**config.mk**
```make
export PLATFORM = sky130hd
export DESIGN_NAME = pc_gen_flat
export DESIGN_NICKNAME = d
export VERILOG_FILES = /design/src/rtl/pc_gen_if.sv /design/src/rtl/pc_gen.sv /design/src/flat_wrapper.sv
export SDC_FILE = /design/constraint.sdc
export NUM_CORES = 1
export LEC_CHECK = 0
export CAP_MARGIN = 25
export CORE_MARGIN = 2
export CORE_UTILIZATION = 35
export CTS_CLUSTER_SIZE = 28
export DETAILED_ROUTE_END_ITERATION = 8
export PLACE_DENSITY = 0.76
export RECOVER_POWER = 100
export SETUP_SLACK_MARGIN = 0.3
export SLEW_MARGIN = 20
export SYNTH_ARGS = -nofsm -noshare
export SYNTH_HDL_FRONTEND = slang
export SYNTH_SLANG_ARGS = --single-unit
```
**constraint.sdc**
```tcl
create_clock -name clk -period 3.8 [get_ports clk]
set_input_delay 0.57 -clock clk [delete_from_list [all_inputs] [get_ports clk]]
set_output_delay 0.57 -clock clk [all_outputs]
set_load 0.03 [all_outputs]
```
**src/rtl/pc_gen_if.sv**
```systemverilog
// Instruction-side fetch interface: the PC generator issues a request at an
// address, and memory signals acceptance in the same cycle.
interface pc_gen_if #(
    parameter int WIDTH = 32
);
    logic             inst_req;
    logic             inst_addr_ok;
    logic [WIDTH-1:0] pc;

    modport master (
        output inst_req,
        output pc,
        input  inst_addr_ok
    );

    modport slave (
        input  inst_req,
        input  pc,
        output inst_addr_ok
    );
endinterface

```
**src/rtl/pc_gen.sv**
```systemverilog
// Fetch-address generator: holds the fetch PC, handshakes with instruction memory,
// applies prioritised redirects and buffers a branch that arrives while fetch is blocked.
module pc_gen #(
    parameter int               WIDTH     = 32,
    parameter logic [WIDTH-1:0] RESET_VEC = WIDTH'(32'hbfc00000),
    parameter logic [WIDTH-1:0] EXC_VEC   = WIDTH'(32'hbfc00380),
    parameter int               INC       = 4
) (
    input  logic             clk,
    input  logic             rst,
    input  logic             stall,
    input  logic             exc,
    input  logic             eret,
    input  logic [WIDTH-1:0] epc,
    input  logic             br_take,
    input  logic [WIDTH-1:0] br_target,
    output logic [WIDTH-1:0] pc_plus,
    output logic             pend_valid,
    output logic             fetch_adel,
    pc_gen_if.master         mem
);
    localparam logic [WIDTH-1:0] INC_W = WIDTH'(INC);

    logic [WIDTH-1:0] r_pc;
    logic             r_pend_valid;
    logic [WIDTH-1:0] r_pend_target;
    logic             r_req_en;

    logic             w_adel;
    logic             w_req;
    logic             w_adv;
    logic [WIDTH-1:0] w_pc_next;
    logic             w_pend_valid_next;
    logic [WIDTH-1:0] w_pend_target_next;

    // req_en keeps the very first request one cycle behind reset release.
    assign w_adel = (r_pc[1:0] != 2'b00);
    assign w_req  = r_req_en & ~stall & ~w_adel;
    assign w_adv  = w_req & mem.inst_addr_ok;

    always_comb begin
        w_pc_next          = r_pc;
        w_pend_valid_next  = r_pend_valid;
        w_pend_target_next = r_pend_target;
        if (exc) begin
            w_pc_next         = EXC_VEC;
            w_pend_valid_next = 1'b0;
        end else if (eret) begin
            w_pc_next         = epc;
            w_pend_valid_next = 1'b0;
        end else if (br_take && w_adv) begin
            w_pc_next         = br_target;
            w_pend_valid_next = 1'b0;
        end else if (br_take) begin
            // Latest branch wins over any target already buffered.
            w_pend_valid_next  = 1'b1;
            w_pend_target_next = br_target;
        end else if (r_pend_valid && w_adv) begin
            w_pc_next         = r_pend_target;
            w_pend_valid_next = 1'b0;
        end else if (w_adv) begin
            w_pc_next = r_pc + INC_W;
        end
    end

    always_ff @(posedge clk) begin
        if (rst) begin
            r_pc          <= RESET_VEC;
            r_pend_valid  <= 1'b0;
            r_pend_target <= '0;
            r_req_en      <= 1'b0;
        end else begin
            r_pc          <= w_pc_next;
            r_pend_valid  <= w_pend_valid_next;
            r_pend_target <= w_pend_target_next;
            r_req_en      <= 1'b1;
        end
    end

    assign mem.pc       = r_pc;
    assign mem.inst_req = w_req;
    assign pc_plus      = r_pc + INC_W;
    assign pend_valid   = r_pend_valid;
    assign fetch_adel   = w_adel;
endmodule

```
**src/flat_wrapper.sv**
```systemverilog
// flat-port wrapper written by rule: the top's interface ports become plain ports
module pc_gen_flat 
#(
    parameter int               WIDTH     = 32,
    parameter logic [WIDTH-1:0] RESET_VEC = WIDTH'(32'hbfc00000),
    parameter logic [WIDTH-1:0] EXC_VEC   = WIDTH'(32'hbfc00380),
    parameter int               INC       = 4
)
  (clk, rst, stall, exc, eret, epc, br_take, br_target, pc_plus, pend_valid, fetch_adel, mem_inst_req, mem_pc, mem_inst_addr_ok);
  pc_gen_if #(.WIDTH(WIDTH)) mem_i ();
  input  logic clk;
  input  logic rst;
  input  logic stall;
  input  logic exc;
  input  logic eret;
  input  logic [WIDTH-1:0] epc;
  input  logic br_take;
  input  logic [WIDTH-1:0] br_target;
  output logic [WIDTH-1:0] pc_plus;
  output logic pend_valid;
  output logic fetch_adel;
  output wire logic [$bits(mem_i.inst_req)-1:0] mem_inst_req;
  output wire logic [$bits(mem_i.pc)-1:0] mem_pc;
  input wire logic [$bits(mem_i.inst_addr_ok)-1:0] mem_inst_addr_ok;
  assign mem_inst_req = mem_i.inst_req;
  assign mem_pc = mem_i.pc;
  assign mem_i.inst_addr_ok = mem_inst_addr_ok;
  pc_gen #(.WIDTH(WIDTH), .RESET_VEC(RESET_VEC), .EXC_VEC(EXC_VEC), .INC(INC)) u_core (.clk(clk), .rst(rst), .stall(stall), .exc(exc), .eret(eret), .epc(epc), .br_take(br_take), .br_target(br_target), .pc_plus(pc_plus), .pend_valid(pend_valid), .fetch_adel(fetch_adel), .mem(mem_i));
endmodule
```
==> results of run 1 <==
state kept, by name (all words and copies together), names as in the netlist, named ones only:
register	count
u_core.r_pend_target	32
u_core.pend_valid	1
u_core.mem.pc	30
u_core.r_req_en	1
cells by family after synthesis:
logic type,after synthesis,share of synthesized area [%]
AOI/OAI and AO/OA,148,24.8
xor gates and xnor gates,26,5.53
adders and majority gates,1,0.304
buffers and inverters,53,5.23
DFF,66,32.1
muxes,30,7.48
and+or+nand+nor,201,24.5
metrics by stage:
stage / cell area, um2 / std cells / util, %
6_report: 5900 / 801 / 51.4
5_1_grt: 5900 / 801 / 51.4
4_1_cts: 5930 / 801 / 51.8
3_5_place_dp: 5660 / 786 / 49.4
3_3_place_gp: 5660 / 786 / 49.4
2_1_floorplan: 4120 / 525 / -
worst min-delay path: stages, from the launching register on:
cell,delay (ps)
dfxtp_1,300
nand2_1,50
a21oi_1,50
synth_stat cells (3+ instances only):
cell | instances | share of area, %
buf_2 | 7 | 0.85
a22oi_1 | 4 | 0.73
a21o_1 | 4 | 0.73
xnor2_1 | 17 | 3.6
dfxtp_1 | 66 | 32
nor2_1 | 44 | 4.0
clkbuf_1 | 29 | 2.6
a31o_2 | 3 | 0.64
inv_1 | 12 | 1.1
a311o_1 | 3 | 0.73
mux2i_1 | 27 | 6.6
nand4_1 | 10 | 1.5
a211oi_1 | 10 | 1.8
a221o_1 | 4 | 0.97
nand2b_1 | 8 | 1.2
or3_1 | 3 | 0.46
a221oi_1 | 3 | 0.64
a22o_1 | 4 | 0.85
o31ai_1 | 5 | 0.91
or4_1 | 6 | 1.1
and3_1 | 6 | 0.91
nor4_1 | 7 | 1.1
a31oi_1 | 5 | 0.76
o22ai_1 | 8 | 1.2
o221ai_1 | 5 | 1.1
nor3_1 | 15 | 1.8
nand3_1 | 26 | 3.2
o21a_1 | 5 | 0.91
o211ai_1 | 6 | 1.1
xor2_1 | 9 | 1.9
a21oi_1 | 29 | 3.5
nand2_1 | 64 | 5.8
o21ai_0 | 26 | 3.2
worst paths after layout:
path,to,slack (ps)
worst min-delay path,u_core.r_pend_target[7],460
worst max register to register,u_core.r_pend_target[25],900
worst max-delay path,pc_plus[19],390
worst min register to register,u_core.r_pend_target[7],460
where the power goes:
group          internal [mW]  switching [mW]  leakage, nW
sequential             0.721          0.0366        0.539
combinational          0.182           0.236         1.54
clock                  0.470           0.307        0.138
total                   1.37           0.579         2.22
metal layers:
layer	GRT usage, %	wire [um]
met5	0	0
met3	6.91	1730
met1	34.0	6540
met4	10.6	650
met2	40.3	7670
layout make-up:
class	instances	area share, %
Timing Repair Buffer	158	25.4
Multi-Input combinational cell	406	43.7
Tap cell	143	3.03
Clock inverter	3	0.255
Sequential cell	66	22.4
Inverter	13	0.827
Clock buffer	12	4.35
==> impl_metrics.py, run 1 <==
metrics = {
    "placement": {
        "port_buffers": 137,
        "place.gp.congestion": 0.945,
        "dp_slack_ps": 635,
        "place_hpwl_um": 11800,
    },
    "yosys": {
        "synth_area_mm2": 0.00412,
        "seq_area_frac_synth_pct": 32.1,
        "syn_avg_cell_area_um2": 7.84,
        "synth_cells": 525,
        "synth_edf_count": 0,
        "synth.distinct_cells": 65,
        "ys_ff_latch": 66,
        "syn_nets": 597,
        "async_reset_ff_share_pct": 0,
        "synth_ff_type": "dfxtp_1",
        "ys_warn_count": 0,
    },
    "critical_path": {
        "critPathKind": "register to primary output",
        "r2r_cells": 6,
        "cp.depth": 5,
        "crit_fanout": 10,
        "critPathTopFamily": "simple AND/OR/NAND/NOR gates",
        "slowest_delay_ps": 740,
        "cp.arrival_ps": 2840,
        "crit_path_cell_trace": "nand3_2 > or4_1 > nor2_1 > xor2_1 > dlygate4sd3_1",
        "crit_slowest_cell": "dlygate4sd3_1",
        "crit_start": "u_core.mem.pc[4]",
        "end_kind": "primary output",
        "cp_num_buf_inv": 1,
        "cp.required_ps": 3230,
        "start_kind": "register",
    },
    "layout": {
        "diodes": 0,
        "seq_area_mm2": 0.00132,
        "final_cell_mix": "68 x clkdlybuf4s50_1, 67 x dlygate4sd3_1, 66 x dfxtp_1, 64 x nand2_1, 44 x nor2_1",
        "final_nets": 726,
        "area_growth_pct": 43.4,
        "layout_commonest_cell": "clkdlybuf4s50_1",
        "multi_input_area_mm2": 0.00258,
        "fill_cells": 1056,
        "drive_gt1_share_pct": 6.84,
    },
    "timing": {
        "worst_pin_slew_ps": 1130,
        "max_slew_margin_pct": 24.6,
        "hold_violations": 0,
        "grt_setup_unrepaired": "no",
        "fin_hold_ws_ps": 458,
        "fin_skew_ps": 5.98,
        "setup_tns_ps": 0,
        "fin_ws_ps": 395,
        "max_freq_ghz": 0.294,
        "fin_crit_sh_pct": 89.6,
        "setup_viol": 0,
        "period_minus_slack_ps": 3410,
        "slew_violations": 0,
    },
    "grt": {
        "grt_pass1_wl_um": 25800,
        "grt_pass1_vias": 4804,
        "grt_antenna_before_repair": 0,
        "grt_use_total_pct": 25.8,
        "overflow": 0,
        "grt_max_degree": 38,
    },
    "clocking": {
        "numCtsBuffers": 9,
        "ctsHtreeMaxLevel": 3,
        "cts_sinks": 66,
        "cts.clk_slew.worst_paths_ps": 50,
        "clock_latency_ps": 340,
        "postCtsSetupBuffers": 0,
        "root_buffer": "clkbuf_16",
        "cts_tree": "done",
        "cts-resized-gates": 0,
        "hold_buffers": 0,
        "cts_max_path_buffers": 2,
    },
    "power": {
        "irDropWorstVdd_mv": 0.155,
        "total_leakage_power_nw": 2.22,
        "totalPowerFinal_mw": 1.95,
        "power_density_mw_per_mm2": 331,
    },
    "outcome": {
        "outcome": "complete, no violations",
    },
    "detailed_routing": {
        "avgViaCountPerCell": 6.20,
        "first_pass_iters": 9,
        "wirelength_um": 16600,
        "drc_errors": 0,
        "wl_per_cell_um": 20.7,
        "initialDrtViolationCount": 506,
        "ant_nets": 0,
        "vias": 4967,
    },
    "hold_path": {
        "min_path_type": "register to register",
        "min-delay-start": "u_core.r_pend_target[7]",
        "hold_depth": 2,
    },
    "die": {
        "row_count": 39,
        "die_area_mm2": 0.0126,
        "core_mm2": 0.0115,
        "die_w_um": 112,
        "die_y_um": 112,
        "ios": 138,
        "start_util_pct": 35.9,
    },
    "flow_run": {
        "cap_violations": 0,
    },
}
Power figures use the tool's default switching activity.
==> inputs of run 2 (changes only) <==
- clock period: 3.8 -> 3.92 ns (I/O delays scaled with it)
==> run 2 against run 1 <==
Compared with the run above:
- count of clock-buffer cells in the layout increased by 1
- via count shrank 2.4%
- largest cell class unchanged
- combinational power is 2% lower
- routed wire length down 0.67%
- non-clock buffer count fell by 3
- critical endpoint is now pc_plus[30]
- critical path depth did not move
- first-iteration DRC count is 0.79% higher
- clock power increased by 8.2%
- sequential share of layout area is 0.057 points lower
- the flow now finishes with violations (design-rule violations, max-capacitance violations, max-slew violations)
- cell count fell by 0.37%
- flip-flop and latch count unchanged
- core utilization rose by 0.13 points
==> impl_metrics.py, run 2 (synthesized netlist as in run 1, its figures left out) <==
metrics = {
    "hold_path": {
        "min-delay-start": "u_core.r_pend_target[7]",
        "min_path_type": "register to register",
    },
    "clocking": {
        "postCtsSetupBuffers": 0,
        "hold_buffers": 0,
        "cts_max_path_buffers": 2,
        "cts.clk_slew.worst_paths_ps": 50,
        "cts-resized-gates": 0,
        "cts_tree": "done",
        "cts_sinks": 66,
        "root_buffer": "clkbuf_16",
        "clock_latency_ps": 330,
        "numCtsBuffers": 9,
        "ctsHtreeMaxLevel": 3,
    },
    "critical_path": {
        "crit_path_cell_trace": "nand2_1 > nor3_1 > nand3_1 > xnor2_1 > clkdlybuf4s50_1",
        "slowest_delay_ps": 750,
        "crit_slowest_cell": "nor3_1",
        "cp.arrival_ps": 2990,
        "cp.required_ps": 3330,
        "start_kind": "register",
        "critPathKind": "register to primary output",
        "crit_fanout": 9,
        "end_kind": "primary output",
        "cp_num_buf_inv": 1,
        "critPathTopFamily": "simple AND/OR/NAND/NOR gates",
        "crit_start": "u_core.mem.pc[20]",
    },
    "layout": {
        "final_cell_mix": "79 x clkdlybuf4s50_1, 66 x dfxtp_1, 64 x nand2_1, 57 x dlygate4sd3_1, 44 x nor2_1",
        "postLayoutCellArea_mm2": 0.00591,
        "drive_gt1_share_pct": 6.41,
        "layout_commonest_cell": "clkdlybuf4s50_1",
        "regMostFlops": "u_core.r_pend_target",
        "fill_cells": 1043,
        "largest_reg_flops": 32,
        "diodes": 0,
        "final_nets": 723,
        "area_growth_pct": 43.7,
    },
    "detailed_routing": {
        "initialDrtViolationCount": 510,
        "vias": 4847,
        "first_pass_iters": 7,
        "drc_errors": 2,
        "avgViaCountPerCell": 6.07,
        "wirelength_um": 16500,
        "ant_nets": 0,
        "wl_per_cell_um": 20.7,
    },
    "power": {
        "total_leakage_power_nw": 2.24,
        "power_density_mw_per_mm2": 335,
        "irDropWorstVdd_mv": 0.165,
    },
    "timing": {
        "hold_violations": 0,
        "max_freq_ghz": 0.279,
        "max_slew_margin_pct": -10.0,
        "grt_setup_unrepaired": "no",
        "fin_skew_ps": 6.49,
        "slew_violations": 10,
        "fin_crit_sh_pct": 91.4,
        "setup_viol": 0,
        "worst_pin_slew_ps": 1640,
        "fin_hold_ws_ps": 457,
        "period_minus_slack_ps": 3580,
        "setup_tns_ps": 0,
    },
    "placement": {
        "placed_area_mm2": 0.00564,
        "port_buffers": 137,
        "place_hpwl_um": 11800,
        "place.gp.congestion": 1.00,
    },
    "die": {
        "row_count": 39,
        "start_util_pct": 35.9,
        "die_w_um": 112,
        "ios": 138,
        "core_mm2": 0.0115,
        "die_area_mm2": 0.0126,
        "die_y_um": 112,
    },
    "grt": {
        "grt_antenna_before_repair": 0,
        "grt_pass1_wl_um": 25300,
        "grt_max_degree": 51,
        "overflow": 0,
        "grt_pass1_vias": 4651,
        "grt_use_total_pct": 25.4,
    },
    "outcome": {
        "outcome": "finished, violations left",
        "violations": "design-rule violations, max-capacitance violations, max-slew violations",
    },
    "flow_run": {
        "cap_violations": 1,
    },
}
## run 2: power by group
group / switching (mW) / internal (mW) / leakage, nW
logic: 0.230 / 0.178 / 1.55
clock network: 0.300 / 0.540 / 0.152
registers: 0.0337 / 0.698 / 0.539
## run 2: area by class of cell
class	instances	area, um2	share of cell area (%)
Multi-Input combinational cell	406	2570	43.5
Inverter	13	48.8	0.825
Tap cell	143	179	3.03
Timing Repair Buffer	155	1490	25.2
Clock inverter	2	35.0	0.592
Sequential cell	66	1320	22.3
Clock buffer	13	270	4.57
## run 2: worst paths after layout
kind | slack (ps) | to | cells after the start
min reg2reg | 460 | u_core.r_pend_target[7] | 2
min | 460 | u_core.r_pend_target[7] | 2
max reg2reg | 680 | u_core.r_pend_target[26] | 6
max | 340 | pc_plus[30] | 5
## run 2: per-layer routing
metal  part of all wire (%)  track usage [%]  routed length (um)
met5                      0                0                   0
met4                    3.5             9.92                 580
met3                     10             5.51                1650
met2                     45             39.6                7410
met1                     42             34.4                6850
## run 2: stage by stage
stage | total power, mW | utilization [%] | setup slack (ps) | instances
after floorplan | 0.955 | - | 1050 | 525
after global placement | 1.15 | 49.2 | 781 | 783
after detailed placement | 1.16 | 49.2 | 702 | 783
after global routing | 2.04 | 51.6 | 201 | 798
final | 1.98 | 51.6 | 338 | 798
after CTS | 1.99 | 51.8 | 339 | 798
## run 2: tightest hold or removal path, cell delays in order, from the launching register on
cell and delay (ps):
dfxtp_1 300, nand2_1 50, a21oi_1 50
